==> src/rtl/tl_grant_pkg.sv <==
// Shared constants and types for the AXI4 R/B to TileLink Grant converter.
package tl_grant_pkg;

  localparam int TL_ID_W   = 2;
  localparam int TL_BEATS  = 8;
  localparam int TL_BEAT_W = $clog2(TL_BEATS);

  localparam logic [3:0] G_PUT_ACK        = 4'd1;
  localparam logic [3:0] G_GET_DATA_BEAT  = 4'd3;
  localparam logic [3:0] G_GET_DATA_BLOCK = 4'd4;

  typedef struct packed {
    logic                 valid;
    logic                 is_write;
    logic                 is_block;
    logic [TL_BEAT_W-1:0] addr_beat;
  } trk_entry_t;

  typedef enum logic {
    S_IDLE,
    S_R_BURST
  } state_e;

endpackage

==> src/rtl/grant_tracker_table.sv <==
// Per-ID outstanding-transaction table: written on allocate, cleared on free,
// looked up combinationally by the R and B channel IDs.
module grant_tracker_table
  import tl_grant_pkg::*;
#(
  parameter int ID_W = TL_ID_W
) (
  input  logic                 clk,
  input  logic                 reset,
  input  logic                 alloc_i,
  input  logic [ID_W-1:0]      alloc_id_i,
  input  logic                 alloc_is_write_i,
  input  logic                 alloc_is_block_i,
  input  logic [TL_BEAT_W-1:0] alloc_addr_beat_i,
  input  logic                 free_i,
  input  logic [ID_W-1:0]      free_id_i,
  input  logic [ID_W-1:0]      r_id_i,
  input  logic [ID_W-1:0]      b_id_i,
  output trk_entry_t           r_entry_o,
  output trk_entry_t           b_entry_o,
  output logic [2**ID_W-1:0]   busy_o
);

  localparam int NUM = 2**ID_W;

  trk_entry_t tbl_q [NUM];
  trk_entry_t tbl_d [NUM];

  // Free is applied after allocate so it wins on a same-ID collision.
  always_comb begin
    tbl_d = tbl_q;
    if (alloc_i) tbl_d[alloc_id_i] = '{1'b1, alloc_is_write_i, alloc_is_block_i, alloc_addr_beat_i};
    if (free_i)  tbl_d[free_id_i].valid = 1'b0;
  end

  always_ff @(posedge clk) begin
    if (reset) tbl_q <= '{default: '0};
    else       tbl_q <= tbl_d;
  end

  always_comb begin
    busy_o = '0;
    for (int i = 0; i < NUM; i++) busy_o[i] = tbl_q[i].valid;
  end

  assign r_entry_o = tbl_q[r_id_i];
  assign b_entry_o = tbl_q[b_id_i];

endmodule

==> src/rtl/tl_grant_from_axi4.sv <==
// Merges AXI4 R and B responses onto a single TileLink Grant channel;
// R bursts are never interleaved and protocol violations raise a sticky error.
module tl_grant_from_axi4
  import tl_grant_pkg::*;
#(
  parameter int DATA_W = 64,
  parameter int ID_W   = TL_ID_W,
  parameter int BEATS  = TL_BEATS
) (
  input  logic                 clk,
  input  logic                 reset,
  input  logic                 io_alloc_valid,
  output logic                 io_alloc_ready,
  input  logic [ID_W-1:0]      io_alloc_id,
  input  logic                 io_alloc_is_write,
  input  logic                 io_alloc_is_block,
  input  logic [TL_BEAT_W-1:0] io_alloc_addr_beat,
  input  logic                 io_r_valid,
  output logic                 io_r_ready,
  input  logic [ID_W-1:0]      io_r_id,
  input  logic [DATA_W-1:0]    io_r_data,
  input  logic [1:0]           io_r_resp,
  input  logic                 io_r_last,
  input  logic                 io_b_valid,
  output logic                 io_b_ready,
  input  logic [ID_W-1:0]      io_b_id,
  input  logic [1:0]           io_b_resp,
  output logic                 io_grant_valid,
  input  logic                 io_grant_ready,
  output logic [TL_BEAT_W-1:0] io_grant_bits_addr_beat,
  output logic [ID_W-1:0]      io_grant_bits_client_xact_id,
  output logic                 io_grant_bits_manager_xact_id,
  output logic                 io_grant_bits_is_builtin_type,
  output logic [3:0]           io_grant_bits_g_type,
  output logic [DATA_W-1:0]    io_grant_bits_data,
  output logic [2**ID_W-1:0]   io_busy,
  output logic                 io_err
);

  localparam logic [TL_BEAT_W-1:0] BEAT_LAST = TL_BEAT_W'(BEATS - 1);

  state_e               state_q, state_d;
  logic [TL_BEAT_W-1:0] cnt_q, cnt_d;
  logic [ID_W-1:0]      burst_id_q, burst_id_d;
  logic                 err_q, err_d;
  logic                 free;
  logic [ID_W-1:0]      free_id;
  trk_entry_t           r_entry, b_entry;
  logic                 r_ok, b_ok, alloc_fire;
  logic                 unused_bits;

  assign io_alloc_ready = !io_busy[io_alloc_id];
  assign alloc_fire     = io_alloc_valid && io_alloc_ready;
  assign unused_bits    = ^{io_r_resp, io_b_resp, b_entry.is_block, b_entry.addr_beat};

  grant_tracker_table #(.ID_W(ID_W)) u_table (
    .clk               (clk),
    .reset             (reset),
    .alloc_i           (alloc_fire),
    .alloc_id_i        (io_alloc_id),
    .alloc_is_write_i  (io_alloc_is_write),
    .alloc_is_block_i  (io_alloc_is_block),
    .alloc_addr_beat_i (io_alloc_addr_beat),
    .free_i            (free),
    .free_id_i         (free_id),
    .r_id_i            (io_r_id),
    .b_id_i            (io_b_id),
    .r_entry_o         (r_entry),
    .b_entry_o         (b_entry),
    .busy_o            (io_busy)
  );

  assign r_ok = r_entry.valid && !r_entry.is_write;
  assign b_ok = b_entry.valid &&  b_entry.is_write;

  assign io_grant_bits_manager_xact_id = 1'b0;
  assign io_grant_bits_is_builtin_type = 1'b1;
  assign io_err                        = err_q;

  always_comb begin
    state_d                      = state_q;
    cnt_d                        = cnt_q;
    burst_id_d                   = burst_id_q;
    err_d                        = err_q;
    free                         = 1'b0;
    free_id                      = io_r_id;
    io_r_ready                   = 1'b0;
    io_b_ready                   = 1'b0;
    io_grant_valid               = 1'b0;
    io_grant_bits_g_type         = G_PUT_ACK;
    io_grant_bits_addr_beat      = '0;
    io_grant_bits_client_xact_id = io_r_id;
    io_grant_bits_data           = '0;
    unique case (state_q)
      S_IDLE: begin
        if (io_b_valid) begin
          io_grant_bits_client_xact_id = io_b_id;
          if (!b_ok) begin
            io_b_ready = 1'b1;
            err_d      = 1'b1;
          end else begin
            io_grant_valid = 1'b1;
            io_b_ready     = io_grant_ready;
            free           = io_grant_ready;
            free_id        = io_b_id;
          end
        end else if (io_r_valid) begin
          if (!r_ok) begin
            io_r_ready = 1'b1;
            err_d      = 1'b1;
          end else begin
            io_grant_valid     = 1'b1;
            io_r_ready         = io_grant_ready;
            io_grant_bits_data = io_r_data;
            if (r_entry.is_block) begin
              io_grant_bits_g_type    = G_GET_DATA_BLOCK;
              io_grant_bits_addr_beat = cnt_q;
            end else begin
              io_grant_bits_g_type    = G_GET_DATA_BEAT;
              io_grant_bits_addr_beat = r_entry.addr_beat;
            end
            if (io_grant_ready) begin
              if (r_entry.is_block && !io_r_last) begin
                state_d    = S_R_BURST;
                cnt_d      = cnt_q + 1'b1;
                burst_id_d = io_r_id;
              end else begin
                free = 1'b1;
                // A block read ending on its first beat is an early last.
                if (r_entry.is_block) err_d = 1'b1;
              end
            end
          end
        end
      end
      S_R_BURST: begin
        if (io_r_valid && (io_r_id == burst_id_q)) begin
          io_grant_valid          = 1'b1;
          io_r_ready              = io_grant_ready;
          io_grant_bits_data      = io_r_data;
          io_grant_bits_g_type    = G_GET_DATA_BLOCK;
          io_grant_bits_addr_beat = cnt_q;
          if (io_grant_ready) begin
            if ((cnt_q == BEAT_LAST) || io_r_last) begin
              free    = 1'b1;
              free_id = burst_id_q;
              cnt_d   = '0;
              state_d = S_IDLE;
              if ((cnt_q == BEAT_LAST) != io_r_last) err_d = 1'b1;
            end else begin
              cnt_d = cnt_q + 1'b1;
            end
          end
        end
      end
      default: state_d = S_IDLE;
    endcase
    if (reset) begin
      io_grant_valid = 1'b0;
      io_r_ready     = 1'b0;
      io_b_ready     = 1'b0;
      free           = 1'b0;
    end
  end

  always_ff @(posedge clk) begin
    if (reset) begin
      state_q    <= S_IDLE;
      cnt_q      <= '0;
      burst_id_q <= '0;
      err_q      <= 1'b0;
    end else begin
      state_q    <= state_d;
      cnt_q      <= cnt_d;
      burst_id_q <= burst_id_d;
      err_q      <= err_d;
    end
  end

endmodule

==> config.mk <==
export PLATFORM = sky130hd
export DESIGN_NAME = tl_grant_from_axi4
export DESIGN_NICKNAME = d
export VERILOG_FILES = /design/src/rtl/tl_grant_pkg.sv /design/src/rtl/grant_tracker_table.sv /design/src/rtl/tl_grant_from_axi4.sv
export SDC_FILE = /design/constraint.sdc
export NUM_CORES = 1
export LEC_CHECK = 0
export ABC_AREA = 0
export CAP_MARGIN = 40
export CORE_AREA = 5 5 101 75
export DETAILED_ROUTE_END_ITERATION = 10
export DIE_AREA = 0 0 106 80
export PLACE_DENSITY = 0.84
export SLEW_MARGIN = 20
export SYNTH_ARGS = -nofsm -noshare
export SYNTH_HDL_FRONTEND = slang
export SYNTH_SLANG_ARGS = --single-unit
==> constraint.sdc <==
create_clock -name clk -period 5.6 [get_ports clk]
set_clock_uncertainty 0.05 [all_clocks]
set_input_delay 1.4 -clock clk [delete_from_list [all_inputs] [get_ports clk]]
set_output_delay 1.4 -clock clk [all_outputs]
set_load 0.03 [all_outputs]
==> flow_metrics.tcl, run 1 <==
set metrics [dict create \
    status "finished clean" \
    finalNetCount 514 \
    cts_sinks 31 \
    place.gp.congestion 0.908 \
    viasPerCell 4.92 \
    ant_nets 0 \
    drt_iter0_markers 138 \
    clockBufferDepth 2 \
    grtUsageMet1_pct 24.9 \
    grt-ovfl-total 0 \
    nFillCells 582 \
    synthArstFlopShare_pct 0 \
    fin_crit_ns 5.36 \
    post_cts_buffers 0 \
    cts-root-buf "clkbuf_8" \
    grt_pass1_wl_mm 12.9 \
    seq_area_frac_synth_pct 26.9 \
    rsz0062_at_grt "no" \
    first_pass_iters 4 \
    timing.critical_path.mode_cell "clkdlybuf4s50_1" \
    reg2reg_to "cnt_q[0]" \
    utilization_pct 62.7 \
    synth_seq_cells 31 \
    maxSlewHeadroom_pct 41.8 \
    dp_hpwl_mm 7.03 \
    cap_violations 0 \
    io_buffers 162 \
    fmax_mhz 187 \
    arrival_ns 3.91 \
    initial_core_util_pct 35.4 \
    track_usage_pct 19.3 \
    die-height_um 80 \
    tightest_slew_ns 0.871 \
    synth_cell_types 45 \
    fin_tns_setup_ns 0 \
    cp_cell_sequence "clkdlybuf4s50_1 -> inv_1 -> mux4_2 -> nand2_1 -> nand2_2 -> buf_12 -> and2_1 -> clkdlybuf4s50_1" \
    rows 25 \
    ys.flop_type "dfxtp_1" \
    drc 0 \
    grt_max_degree 65 \
    layout_commonest_cell "clkdlybuf4s50_1" \
    drive_gt1_share_pct 7.51 \
    rrSetupSlack_ns 3.72 \
    mostFrequentLayoutCells "clkdlybuf4s50_1, and2_1, dfxtp_1, nor2_1, mux2i_1" \
    hold_path_class "reg2reg" \
    path_clk_slew_ns 0.06 \
    crit_type "in2out" \
    synth_warnings 0 \
    ir_drop_mv 0.128 \
    insertion_delay_ns 0.28 \
    min_period_over_period_pct 95.7 \
    grt_pass1_vias 2449 \
    dp_cells 499 \
    cts_resized 0 \
    syn_avg_cell_area_sq_um 8.44 \
    p_leak_nw 1.55 \
    cpMaxStageDelayCell "clkdlybuf4s50_1" \
    ctsHoldBuffers 0 \
    cts_tree "yes" \
    area_growth_pct 77.0 \
    met2_usage_pct 33.2 \
    hold_viol 0 \
    powerDensity_mw_per_mm2 146 \
    r2r_start "u_table.busy_o[2]" \
    cp-start-kind "input pin" \
    worst-path-max-fanout 64 \
    critPathLaunch "io_r_id[0]" \
    avgRoutedWirePerCell_um 16.9 \
    die_x_um 106 \
    busiest_layer "met2" \
    coreArea_sq_mm 0.00651 \
    grt_use_met3_pct 4.04 \
    numCtsBuffers 5 \
    netlist_instances 273 \
    cp-end-kind "primary output" \
    drv_slew 0 \
    n_antenna_cell 0 \
    drt-total-wl_mm 8.58 \
    required_ns 4.15 \
    syn-cell-area_sq_mm 0.00230 \
    die_area_sq_mm 0.00848 \
    vias 2492 \
    pin_count 170 \
    crit_end "io_grant_bits_data[47]" \
    htreeDepth 2 \
    critPathMaxStageDelay_ns 0.71 \
    finalNonFillerCells 507 \
    antenna_found_initial 0 \
    r2r_cells 5 \
    setup_viol 0 \
    synth_edf_count 0 \
]
[cell usage after synthesis (all sizes together) (3+ instances only)]
library cell,count,area [sq um]
and2,66,413
dfxtp,31,621
nor2,28,105
mux2i,25,250
clkbuf,14,52.6
inv,12,45.0
nand2,12,47.6
buf,10,78.8
a211oi,6,50.1
a21oi,6,30.0
mux4,6,135
nand2b,5,31.3
nor2b,5,31.3
nand3,4,20.0
nand4,4,25.0
o32ai,4,35.0
a22o,3,26.3
a31oi,3,18.8
ha,3,37.5
[area by class of cell]
cell class              count  area [sq um]  area share, %
inverters                  12          45.0           1.10
clock buffers               8           100           2.46
flip-flops and latches     31           621           15.2
well taps                  81           101           2.49
multi-input cells         207          1510           37.0
repair buffers            168          1700           41.7
[per-layer routing]
layer / vias to the layer above / wire (um)
li1: 1226 / -
met1: 1153 / 3460
met2: 104 / 4410
met3: 9 / 640
met4: 0 / 70
met5: - / 0
[metrics by stage]
| step | power, mW | hold WS (ns) | setup slack [ns] | area [sq um] |
|---|---|---|---|---|
| after floorplan | 0.316 | 0.405 | 1.08 | 2310 |
| after global placement | 0.401 | 0.418 | 0.284 | 3980 |
| after detailed placement | 0.404 | 0.431 | 0.254 | 3980 |
| after CTS | 0.602 | 0.447 | 0.250 | 4080 |
| after global routing | 0.623 | 0.481 | 0.146 | 4080 |
| final | 0.595 | 0.441 | 0.240 | 4080 |
[power breakdown]
| group | switching [mW] | internal [mW] |
|---|---|---|
| clock | 0.0835 | 0.112 |
| combinational | 0.0726 | 0.0930 |
| sequential | 0.00665 | 0.228 |
| total | 0.163 | 0.433 |
[cells by family (layout without fill, tap and decap cells)]
logic type	after synthesis	after routing	synth area share (%)
other cells	2	3	0.326
mux	33	33	17.7
fa+ha+maj	3	3	1.63
flops	31	31	26.9
xor+xnor	2	2	0.761
buf+inv	36	188	7.66
compound gates	33	33	11.4
simple gates	133	133	33.6
[how the worst min path moves through the flow]
stage / startpoint / to / cells after the start
2_1_floorplan: register / register / 2
3_3_place_gp: register / register / 2
3_5_place_dp: register / register / 2
4_1_cts: register / register / 2
5_1_grt: register / register / 2
6_report: register / register / 2
[worst max-delay path: cells and delay by family]
kind,cells,cell delay (ns)
and+or+nand+nor,3,0.36
buffers and inverters,4,1.78
muxes,1,0.35
No activity file was read; power rests on OpenSTA's default activity.
==> run 2: changes to the inputs <==
CORE_AREA = 5 5 102 75   (was 5 5 101 75)
DIE_AREA = 0 0 107 80   (was 0 0 106 80)
PLACE_DENSITY = 0.85   (was 0.84)
SYNTH_HIERARCHICAL = 1   (was not set)
clock period = 6.3 ns   (was 5.6 ns; I/O delays follow)
==> flow_metrics.tcl, run 2 <==
set metrics [dict create \
    status "finished clean" \
    cp-end-kind "primary output" \
    syn-cell-area_sq_mm 0.00232 \
    crit_type "in2out" \
    rrSetupSlack_ns 4.16 \
    avgRoutedWirePerCell_um 16.8 \
    finalNetCount 504 \
    required_ns 4.68 \
    clockPowerShare_pct 31.0 \
    cpMaxStageDelayCell "clkdlybuf4s50_1" \
    p_leak_nw 1.73 \
    grt_max_degree 37 \
    pin_count 170 \
    cts_tree "yes" \
    critPathMaxStageDelay_ns 0.68 \
    path_clk_slew_ns 0.07 \
    cp-start-kind "input pin" \
    p_seq_share_pct 40.6 \
    viasPerCell 4.82 \
    area_growth_pct 68.9 \
    utilization_pct 59.8 \
    drv_slew 0 \
    die_x_um 107 \
    numCtsBuffers 5 \
    fin_tns_setup_ns 0 \
    r2r_cells 7 \
    fmax_mhz 167 \
    maxSlewHeadroom_pct 65.4 \
    reg2reg_to "u_table/busy_o[0]" \
    hold_viol 0 \
    drt_iter0_markers 94 \
    rows 25 \
    fin_crit_ns 6.00 \
    powerDensity_mw_per_mm2 130 \
    place.gp.congestion 0.826 \
    track_usage_pct 18.1 \
    ff_latch_area_sq_um 621 \
    hold_path_class "reg2reg" \
    timing.critical_path.mode_cell "clkdlybuf4s50_1" \
    vias 2387 \
    setup_viol 0 \
    combPwrFrac_pct 28.4 \
    worst-path-max-fanout 5 \
    min-delay-start "io_err" \
    netSwitchingPower_uw 140 \
    internal-power_uw 371 \
    min_period_over_period_pct 95.2 \
    swShare_pct 27.3 \
    io_buffers 162 \
    holdPathStages 2 \
    synth_warnings 6 \
    die_area_sq_mm 0.00856 \
    drive_gt1_share_pct 22.7 \
    dp_hpwl_mm 6.89 \
    cts_resized 0 \
    coreArea_sq_mm 0.00657 \
    clockBufferDepth 2 \
    insertion_delay_ns 0.28 \
    initial_core_util_pct 35.4 \
    ant_nets 0 \
    grt_pass1_vias 2300 \
    cts_sinks 31 \
    drt-total-wl_mm 8.32 \
    hold_path_end "io_err" \
    rsz0062_at_grt "no" \
    mostFrequentLayoutCells "clkdlybuf4s50_1, buf_4, and2_1, dfxtp_1, nand2b_1" \
    cp_cell_sequence "clkdlybuf4s50_1 -> mux4_2 -> and4bb_1 -> nand2_1 -> nor2_1 -> a22o_1 -> clkdlybuf4s50_1" \
    layout_commonest_cell "clkdlybuf4s50_1" \
    ctsHoldBuffers 0 \
    post_cts_buffers 0 \
    tightest_slew_ns 0.517 \
    netlist_instances 261 \
    syn_avg_cell_area_sq_um 8.90 \
    ir_drop_mv 0.0765 \
    nFillCells 592 \
    multiInputGateArea_sq_mm 0.00155 \
    cap_violations 0 \
    cts-root-buf "clkbuf_8" \
    grt_pass1_wl_mm 12.3 \
    antenna_found_initial 0 \
    die-height_um 80 \
    n_antenna_cell 0 \
    first_pass_iters 4 \
    arrival_ns 4.37 \
    htreeDepth 2 \
    grt-ovfl-total 0 \
    drc 0 \
]
[run 2: changes by cell type in the layout (fill, tap and decap cells not counted), sizes merged, moves of 4 or more]
| cell | change |
|---|---|
| clkdlybuf4s50 | -62 |
| buf | +60 |
| nand2b | +21 |
| nor2 | -21 |
| nand2 | -7 |
| nand3 | +6 |
| a211oi | -5 |
| o32ai | -4 |
[run 2: metal layers]
metal	GRT usage [%]	routed length, um	up-vias
li1	-	-	1186
met1	24.8	3690	1105
met2	29.0	4060	92
met3	4.20	547	4
met4	3.70	23	0
met5	0	0	-
[run 2: stage by stage]
step                      std cells  cell area, sq um  setup slack, ns  hold slack (ns)  total power [mW]
after global routing            495              3930            0.212            0.446             0.531
after global placement          488              3840            0.402            0.403             0.354
after CTS                       495              3930            0.348            0.420             0.514
final                           495              3930            0.302            0.412             0.511
after detailed placement        488              3840            0.383            0.410             0.357
after floorplan                 262              2330             1.04            0.396             0.278
[run 2: worst max-delay path by stage]
stage / from / to / slack [ns] / cells past startpoint
2_1_floorplan: io_r_id[0] / io_grant_bits_addr_beat[0] / 1.04 / 6
4_1_cts: io_r_id[0] / io_grant_bits_addr_beat[1] / 0.35 / 7
6_report: io_r_id[0] / io_grant_bits_addr_beat[1] / 0.30 / 7
5_1_grt: io_r_id[0] / io_grant_bits_addr_beat[2] / 0.21 / 7
3_3_place_gp: io_r_id[0] / io_grant_bits_addr_beat[1] / 0.40 / 7
3_5_place_dp: io_r_id[0] / io_grant_bits_addr_beat[1] / 0.38 / 7
[run 2: power by group through the flow]
stage,clock network (mW),registers [mW],logic [mW]
global placement,0,0.211,0.143
detailed placement,0,0.212,0.145
floorplan,0,0.211,0.0675
global route,0.169,0.208,0.154
finish,0.158,0.207,0.145
CTS,0.162,0.207,0.146
[run 2: cell type report]
class / count / area share (%)
Multi-Input combinational cell: 199 / 39.4
Sequential cell: 31 / 15.8
Inverter: 11 / 1.05
Tap cell: 81 / 2.58
Clock buffer: 6 / 2.10
Clock inverter: 1 / 0.128
Timing Repair Buffer: 166 / 39.0
[run 2: critical path: cells and delay by family]
family                 cells  cell delay [ns]
buffers and inverters      2             1.22
and+or+nand+nor            3             0.81
muxes                      1             0.52
AOI/OAI and AO/OA          1             0.24
==> run 3: changes to the inputs <==
PLACE_DENSITY = 0.91   (was 0.85)
SLEW_MARGIN = not set   (was 20)
==> flow_metrics.tcl, run 3 (same netlist as run 2, synthesis figures left out) <==
set metrics [dict create \
    place.gp.congestion 0.911 \
    track_usage_pct 18.5 \
    cts_sinks 31 \
    met2_usage_pct 31.2 \
    clockBufferDepth 2 \
    p_seq_share_pct 37.6 \
    mostFrequentLayoutCells "clkdlybuf4s50_1, buf_4, and2_1, dfxtp_1, nand2b_1" \
    place_ws_ns 0.483 \
    numCtsBuffers 5 \
    cts_tree "yes" \
    rrSetupSlack_ns 4.22 \
    setup_ws_ns 0.463 \
    rsz0062_at_grt "no" \
    grt-ovfl-total 0 \
    finalNetCount 505 \
    io_buffers 162 \
    clockPowerShare_pct 36.1 \
    swShare_pct 26.9 \
    drv_slew 0 \
    hold_viol 0 \
    path_clk_slew_ns 0.07 \
    ctsHoldBuffers 0 \
    viasPerCell 4.91 \
    hold_path_class "reg2reg" \
    first_pass_iters 5 \
    crit_type "in2out" \
    nFillCells 564 \
    grt_pass1_wl_mm 12.4 \
    p_leak_nw 1.75 \
    status "finished clean" \
    dp_hpwl_mm 7.04 \
    cts-root-buf "clkbuf_8" \
    ir_drop_mv 0.0902 \
    busiest_layer "met2" \
    multiInputGateArea_sq_mm 0.00155 \
    die-height_um 80 \
    grt_use_met3_pct 5.34 \
    drive_gt1_share_pct 23.8 \
    cts_resized 0 \
    htreeDepth 2 \
    die_x_um 107 \
    arrival_ns 4.21 \
    crit_end "io_grant_valid" \
    post_cts_buffers 0 \
    grt_max_degree 65 \
    die_area_sq_mm 0.00856 \
    r2r_start "u_table/busy_o[2]" \
    netSwitchingPower_uw 148 \
    insertion_delay_ns 0.29 \
    r2r_cells 4 \
    drc 0 \
    required_ns 4.68 \
    pin_count 170 \
    fmax_mhz 171 \
    cp-start-kind "input pin" \
    combPwrFrac_pct 26.3 \
    internal-power_uw 403 \
    cp-end-kind "primary output" \
    avgRoutedWirePerCell_um 17.0 \
    n_antenna_cell 0 \
    critPathLaunch "io_r_id[0]" \
    worst-path-max-fanout 5 \
    grt_pass1_vias 2349 \
    coreArea_sq_mm 0.00657 \
    initial_core_util_pct 35.4 \
    antenna_found_initial 0 \
    area_growth_pct 70.0 \
    ff_latch_area_sq_um 621 \
    grtUsageMet1_pct 23.0 \
    cap_violations 0 \
    drt-total-wl_mm 8.46 \
    setup_viol 0 \
    min_period_over_period_pct 92.7 \
    drt_iter0_markers 128 \
    fin_tns_setup_ns 0 \
    fin_crit_ns 5.84 \
    layout_commonest_cell "clkdlybuf4s50_1" \
    p_total_uw 551 \
    powerDensity_mw_per_mm2 139 \
    rows 25 \
    vias 2438 \
    ant_nets 0 \
]
run 3: cell count changes in the layout (fill, tap and decap cells not counted):
cell	delta
buf_4	+4
bufinv_16	+1
clkbuf_8	-1
clkdlybuf4s50_1	-3
clkinv_4	+1
run 3: final cells by class:
class                   instances  share of cell area (%)
flip-flops and latches         31                    15.7
clock inverters                 3                    1.11
multi-input cells             199                    39.1
well taps                      81                    2.57
repair buffers                167                    38.7
clock buffers                   5                    1.74
inverters                      11                    1.05
run 3: routing by layer:
layer	share of wire, %	wire length, um
met5	0	0
met2	49	4160
met1	42	3510
met4	1.0	86
met3	8.3	702
run 3: critical path, cell delays in order:
cell and delay (ns):
clkdlybuf4s50_1 0.51, mux4_2 0.53, and4bb_1 0.38, nor2_1 0.06, a21oi_1 0.18, a21boi_0 0.26
clkdlybuf4s50_1 0.73
run 3: per-stage QoR:
stage,cells,util (%),hold slack [ns],cell area (sq um)
6_report,497,60.1,0.424,3950
5_1_grt,497,60.1,0.448,3950
4_1_cts,497,60.1,0.430,3950
3_5_place_dp,489,58.4,0.419,3840
3_3_place_gp,489,58.4,0.405,3840
2_1_floorplan,262,-,0.396,2330
run 3: how the worst min path moves through the flow:
stage | end | slack, ns | cells after the start | startpoint
final | register | 0.42 | 2 | register
after CTS | register | 0.43 | 2 | register
after global routing | io_err | 0.45 | 2 | io_err
after detailed placement | register | 0.42 | 2 | register
after global placement | register | 0.41 | 2 | register
after floorplan | register | 0.40 | 2 | register
run 3: power by group through the flow:
stage	Sequential, mW	Combinational (mW)	Clock, mW
2_1_floorplan	0.211	0.0675	0
3_3_place_gp	0.211	0.142	0
3_5_place_dp	0.212	0.145	0
4_1_cts	0.207	0.145	0.202
5_1_grt	0.208	0.154	0.210
6_report	0.207	0.145	0.199
